`src/rtl/alu_cmd_sequencer.sv`:
```
// Sequences one command at a time through an external registered ALU and
// holds the captured result until the downstream consumer takes it.
module alu_cmd_sequencer #(
    parameter int DATA_WIDTH = 16,
    parameter int LATENCY    = 1
) (
    input  logic                      clk,
    input  logic                      rst,
    input  logic                      cmd_valid,
    output logic                      cmd_ready,
    input  logic [DATA_WIDTH-1:0]     cmd_a,
    input  logic [DATA_WIDTH-1:0]     cmd_b,
    input  logic [2:0]                cmd_op,
    output logic [DATA_WIDTH-1:0]     alu_a,
    output logic [DATA_WIDTH-1:0]     alu_b,
    output logic [2:0]                alu_op,
    input  logic [2*DATA_WIDTH-1:0]   alu_result,
    output logic                      rsp_valid,
    input  logic                      rsp_ready,
    output logic [2*DATA_WIDTH-1:0]   rsp_data,
    output logic [2:0]                rsp_op,
    output logic                      rsp_zero,
    output logic [15:0]               op_count,
    output logic                      busy,
    output logic [1:0]                dbg_state
);

    // Handshakes: a transfer happens on a rising edge where valid and ready
    // are both high; valid holders keep payload stable until that edge.
    typedef enum logic [1:0] {
        IDLE = 2'd0,
        WAIT = 2'd1,
        RESP = 2'd2
    } state_t;

    localparam logic [2:0] LAT = 3'(LATENCY);

    state_t     state;
    logic [2:0] wait_cnt;

    always_ff @(posedge clk) begin
        if (rst) begin
            state    <= IDLE;
            wait_cnt <= 3'd0;
            alu_a    <= '0;
            alu_b    <= '0;
            alu_op   <= 3'd0;
            rsp_data <= '0;
            rsp_op   <= 3'd0;
            rsp_zero <= 1'b0;
            op_count <= 16'd0;
        end else begin
            case (state)
                IDLE: begin
                    if (cmd_valid) begin
                        alu_a    <= cmd_a;
                        alu_b    <= cmd_b;
                        alu_op   <= cmd_op;
                        wait_cnt <= LAT;
                        state    <= WAIT;
                    end
                end
                WAIT: begin
                    // One extra edge after the count expires lets the ALU
                    // register settle before the result is captured.
                    if (wait_cnt != 3'd0) begin
                        wait_cnt <= wait_cnt - 3'd1;
                    end else begin
                        rsp_data <= alu_result;
                        rsp_op   <= alu_op;
                        rsp_zero <= (alu_result == '0);
                        state    <= RESP;
                    end
                end
                RESP: begin
                    if (rsp_ready) begin
                        op_count <= op_count + 16'd1;
                        state    <= IDLE;
                    end
                end
                default: state <= IDLE;
            endcase
        end
    end

    assign cmd_ready = (state == IDLE);
    assign rsp_valid = (state == RESP);
    assign busy      = (state != IDLE);
    assign dbg_state = state;

endmodule

```
`config.mk`:
```
export PLATFORM = sky130hd
export DESIGN_NAME = alu_cmd_sequencer
export DESIGN_NICKNAME = d
export VERILOG_FILES = /design/src/rtl/alu_cmd_sequencer.sv
export SDC_FILE = /design/constraint.sdc
export NUM_CORES = 1
export LEC_CHECK = 0
export ABC_CLOCK_PERIOD_IN_PS = 4200
export CAP_MARGIN = 20
export CORE_ASPECT_RATIO = 0.8
export CORE_MARGIN = 2
export CORE_UTILIZATION = 38
export CTS_BUF_LIST = sky130_fd_sc_hd__clkbuf_2 sky130_fd_sc_hd__clkbuf_4 sky130_fd_sc_hd__clkbuf_8
export CTS_CLUSTER_SIZE = 8
export DETAILED_ROUTE_END_ITERATION = 7
export PLACE_DENSITY = 0.75
export SETUP_SLACK_MARGIN = 0.05
export SLEW_MARGIN = 20
export SYNTH_ARGS = -nofsm -noshare
export SYNTH_HDL_FRONTEND = slang
export SYNTH_SLANG_ARGS = --single-unit
```
`constraint.sdc`:
```
create_clock -name clk -period 4.2 [get_ports clk]
set_input_delay 1.05 -clock clk [delete_from_list [all_inputs] [get_ports clk]]
set_output_delay 1.05 -clock clk [all_outputs]
set_load 0.02 [all_outputs]
```
==> run_results.csv, run 1 <==
group,metric,value,unit
power_and_ir_drop,power_density,349,nW/µm²
power_and_ir_drop,p_leak,0.00188,µW
yosys,yosys_register_bits,92,
clocking,cts_tree,"done",
route,drt_iter0_drc,147,
sta,fin_crit,3.01,ns
yosys,yosys.area.top_type,"dfxtp_1",
floorplanning,io_pins,163,
power_and_ir_drop,irDropWorstVdd,0.228,mV
grt,overflow,0,
clocking,cts-root-buf,"clkbuf_8",
critical_path,critPathLaunchType,"register",
sta,period_share,0.717,
sta,hold_violations,0,
sta,final.setup.tns,0,ns
yosys,ys_seq_area_frac,0.534,
layout,final_nets,654,
placement,placed_area,5160,µm²
clocking,worstSkewPairLatency,0.35,ns
yosys,yosysUniqueCellTypes,32,
sta,slew-limit-headroom,0.350,
sta,skew,0.00889,ns
yosys,synthCells,427,
clocking,clockBufferDepth,2,
yosys,synthTopCellsByArea,"dfxtp_1 53%, nand2_1 16%, a21oi_1 12%",
sta,report.final.slew_viol_count,0,
floorplanning,die_x,111,µm
floorplanning,rows,31,
grt,grt_start_max_net_pins,93,
route,wl_per_cell,14.1,µm
sta,tightestPinTransition,0.975,ns
sta,rsz0062_at_grt,"no",
clocking,cts_sinks,92,
floorplanning,die_y,89.2,µm
yosys,synth_top_area_frac,0.534,
critical_path,worstSetupPathType,"reg2out",
clocking,ctsHoldBuffers,0,
layout,final_common_cell,"clkdlybuf4s50_1",
clocking,post_cts_resized,0,
yosys,netlist_area,3450,µm²
layout,design_area,5340,µm²
layout,finish.utilization,0.598,
placement,io_buffers,162,
floorplanning,start_util,0.387,
critical_path,crit_required,3.15,ns
critical_path,cp.arrival,1.96,ns
sta,setup_viol,0,
layout,syn2layout_area_growth,54.8,%
critical_path,cp-end-kind,"output port",
floorplanning,core,8920,µm²
critical_path,cp_max_fo,8,
route,postRouteAntennaNets,0,
route,viasPerCell,4.99,
layout,final_cell_mix,"161 x clkdlybuf4s50_1, 147 x nand2_1, 92 x dfxtp_1",
clocking,cts-buffers-inserted,9,
route,routed_wirelength,9.84,mm
grt,grt_util_all_layers,0.194,
hold_path,worst_hold_path_type,"reg2reg",
grt,antenna_found_initial,0,
layout,n_antenna_cell,0,
floorplanning,die-area,9860,µm²
grt,grt_pass1_vias,3254,
yosys,yosys_warnings,0,
placement,gp_congestion,0.818,
run,drv_cap,0,
status,outcome,"complete, no violations",
grt,grt_pass1_wl,15.6,mm
layout,drive_gt1_frac,0.0427,
clocking,cts.clk_slew.worst_paths,0.08,ns
sta,fmax,332,MHz
clocking,cts_setup_buffers,0,
route,via_count,3490,
route,drc,0,
clocking,htreeDepth,3,
route,first_pass_iters,5,
placement,dp.final_hpwl,6.98,mm
yosys,avgSynthCellArea,8.08,µm²
yosys,synth_nets,501,
layout make-up:
cell class	count	area (µm²)
well taps	115	144
multi-input cells	307	1510
fillers	830	3580
clock buffers	11	145
repair buffers	166	1650
clock inverters	5	37.5
inverters	4	15.0
flip-flops and latches	92	1840
path summary, 6_finish.rpt:
kind                     start           end  slack, ns  cells after the start
setup / recovery  dbg_state[1]     rsp_valid       1.19                      2
hold / removal    rsp_data[25]  rsp_data[25]       0.46                      2
setup reg to reg  dbg_state[0]      rsp_zero       1.95                      4
hold reg to reg   rsp_data[25]  rsp_data[25]       0.46                      2
sequential cells by signal (all words and copies together), names as in the netlist:
signal	cells
alu_op	3
wait_cnt	3
dbg_state	2
alu_a	16
rsp_data	32
rsp_op	3
alu_b	16
op_count	16
rsp_zero	1
cell families (layout without fill, tap and decap cells):
logic type	after synthesis	count (layout)	share of synthesized area
AOI/OAI and AO/OA	90	90	0.132
xor gates and xnor gates	9	9	0.0229
and+or+nand+nor	205	205	0.267
adders and majority gates	3	3	0.0109
DFF	92	92	0.534
buffers and inverters	28	186	0.0330
critical path: stages, from the launching register on:
cell and delay, ns:
dfxtp_1 0.57, nor2b_1 0.37, clkdlybuf4s50_1 0.68
metal layers:
layer,vias up,GRT usage,share of wire
li1,1732,-,-
met1,1630,0.238,0.44
met2,118,0.318,0.46
met3,10,0.0854,0.084
met4,0,0.0511,0.012
met5,-,0,0
through the flow:
stage	power, µW	hold slack, ns	cells	setup slack [ns]
after detailed placement	1340	0.446	684	1.36
after global routing	1960	0.477	700	1.06
after CTS	1890	0.458	700	1.17
final	1860	0.455	700	1.19
after floorplan	1140	0.436	427	2.02
after global placement	1330	0.441	684	1.38
synth_stat cells (all sizes together):
cell     instances
o31ai            1
nand3b           2
nor3b            2
and4             1
nand2b           2
nor4             7
xor2             8
nand4bb          1
and2             2
nand2          148
ha               3
a21oi           81
and3             2
nand3            8
nor3             1
o21ai            7
inv              4
dfxtp           92
and2b            1
nor2b            1
or4              3
or3              6
and4b            1
clkbuf          22
nor2            10
xnor2            1
buf              2
a211oi           1
nand4            7
report_power, final:
| part | internal (µW) | switching [µW] | total (µW) |
|---|---|---|---|
| registers | 919 | 27.7 | 947 |
| logic | 177 | 193 | 371 |
| clock network | 239 | 308 | 547 |
(Power assumes the default switching activity.)
==> inputs of run 2 (changes only) <==
- ABC_CLOCK_PERIOD_IN_PS: 4200 -> 2700
- PLACE_DENSITY: 0.75 -> 0.78
- clock period: 4.2 -> 2.7 ns (I/O delays scaled with it)
==> run_results.csv, run 2 (synthesis gave the netlist of run 1 again) <==
group,metric,value,unit
clocking,cts.clk_slew.worst_paths,0.08,ns
placement,gp_congestion,0.843,
sta,fin_crit,2.44,ns
status,outcome,"complete, no violations",
placement,dp.final_hpwl,7.00,mm
route,drt_iter0_drc,120,
route,postRouteAntennaNets,0,
route,via_count,3457,
critical_path,crit_required,2.03,ns
floorplanning,core,8920,µm²
grt,grt_pass1_wl,15.1,mm
grt,overflow,0,
clocking,post_cts_resized,0,
critical_path,slowest_stage,"clkdlybuf4s50_1",
sta,tightestPinTransition,0.952,ns
clocking,worstSkewPairLatency,0.34,ns
critical_path,cp_max_fo,8,
sta,skew,0.00771,ns
route,wl_per_cell,13.7,µm
layout,final_common_cell,"clkdlybuf4s50_1",
layout,max_flop_register,"rsp_data",
sta,fmax,410,MHz
grt,grt_pass1_vias,3238,
route,viasPerCell,4.92,
power_and_ir_drop,p_leak,0.00191,µW
floorplanning,io_pins,163,
layout,fillers,804,
clocking,ctsHoldBuffers,0,
sta,final.setup.tns,0,ns
critical_path,crit_chain,"nor2b_1 > clkdlybuf4s50_1",
grt,antenna_found_initial,0,
route,first_pass_iters,4,
clocking,cts_setup_buffers,0,
floorplanning,die-area,9860,µm²
power_and_ir_drop,power_density,563,nW/µm²
floorplanning,die_x,111,µm
floorplanning,start_util,0.387,
layout,n_antenna_cell,0,
grt,grt_start_max_net_pins,93,
clocking,cts-root-buf,"clkbuf_8",
sta,hold_violations,0,
sta,whs,0.454,ns
route,drc,0,
power_and_ir_drop,irDropWorstVdd,0.342,mV
grt,grt_util_all_layers,0.187,
critical_path,critPathLaunchType,"register",
sta,setup_viol,0,
floorplanning,rows,31,
sta,period_share,0.904,
critical_path,cp.arrival,1.76,ns
sta,rsz0062_at_grt,"no",
sta,slew-limit-headroom,0.365,
clocking,htreeDepth,3,
sta,report.final.slew_viol_count,0,
hold_path,worst_hold_path_type,"reg2reg",
clocking,cts-buffers-inserted,9,
route,routed_wirelength,9.62,mm
layout,drive_gt1_frac,0.0443,
placement,io_buffers,162,
floorplanning,die_y,89.2,µm
layout,largest_reg_flops,32,
layout,syn2layout_area_growth,56.4,%
clocking,clockBufferDepth,2,
clocking,cts_sinks,92,
layout,final_nets,658,
run,drv_cap,0,
critical_path,cp_slowest_stage_delay,0.67,ns
critical_path,cp-end-kind,"output port",
clocking,cts_tree,"done",
critical_path,worstSetupPathType,"reg2out",
layout,final_cell_mix,"161 x clkdlybuf4s50_1, 148 x nand2_1, 92 x dfxtp_1",
==> run 2: cell types whose count changed in the layout (fill, tap and decap cells not counted) <==
cell,delta
bufinv_16,+2
clkinv_4,-2
clkinv_2,-1
nand2_1,+1
clkbuf_4,-1
nand2_2,-1
buf_4,+4
==> run 2: critical path, delay by kind of cell (launching register included) <==
kind	cells	cell delay (ns)
buffers and inverters	1	0.67
DFF	1	0.43
and+or+nand+nor	1	0.33
==> run 2: where the power goes <==
group	internal (µW)	switching, µW
clock	537	453
combinational	281	298
sequential	1430	41.7
total	2250	793
==> run 2: metal layers <==
metal	vias to the layer above	routed length (µm)	GRT usage
met1	1600	4070	0.210
met4	0	184	0.0545
met3	19	769	0.0814
li1	1734	-	-
met5	-	0	0
met2	104	4600	0.331
==> run 2: path summary, 6_finish.rpt <==
check | start | endpoint | slack (ns) | cells after the start
max reg2reg | dbg_state[0] | op_count[15] | 0.87 | 4
max | dbg_state[0] | rsp_valid | 0.26 | 2
min reg2reg | alu_a[9] | alu_a[9] | 0.45 | 2
min | alu_a[9] | alu_a[9] | 0.45 | 2
==> run 2: through the flow <==
| step | power (µW) | cells | utilization | worst slack [ns] | instance area, µm² |
|---|---|---|---|---|---|
| final | 3040 | 702 | 0.605 | 0.260 | 5400 |
| after global routing | 3190 | 702 | 0.605 | 0.148 | 5400 |
| after CTS | 3080 | 702 | 0.605 | 0.256 | 5400 |
| after detailed placement | 2080 | 688 | 0.581 | 0.189 | 5180 |
| after global placement | 2070 | 688 | 0.581 | 0.242 | 5180 |
| after floorplan | 1770 | 427 | - | 0.898 | 3450 |
==> run 2: area by class of cell <==
cell class | instances | area [µm²] | area share
tap | 115 | 144 | 0.0267
clock inverter | 4 | 75.1 | 0.0139
multi-input combinational | 307 | 1510 | 0.279
sequential | 92 | 1840 | 0.341
inverter | 4 | 15.0 | 0.00278
timing repair buffer | 170 | 1680 | 0.311
clock buffer | 10 | 138 | 0.0255
==> inputs of run 3 (changes only) <==
- CAP_MARGIN: 20 -> default
==> results of run 3 <==
Same layout as run 2: the final DEF is identical, and so are final timing and power.
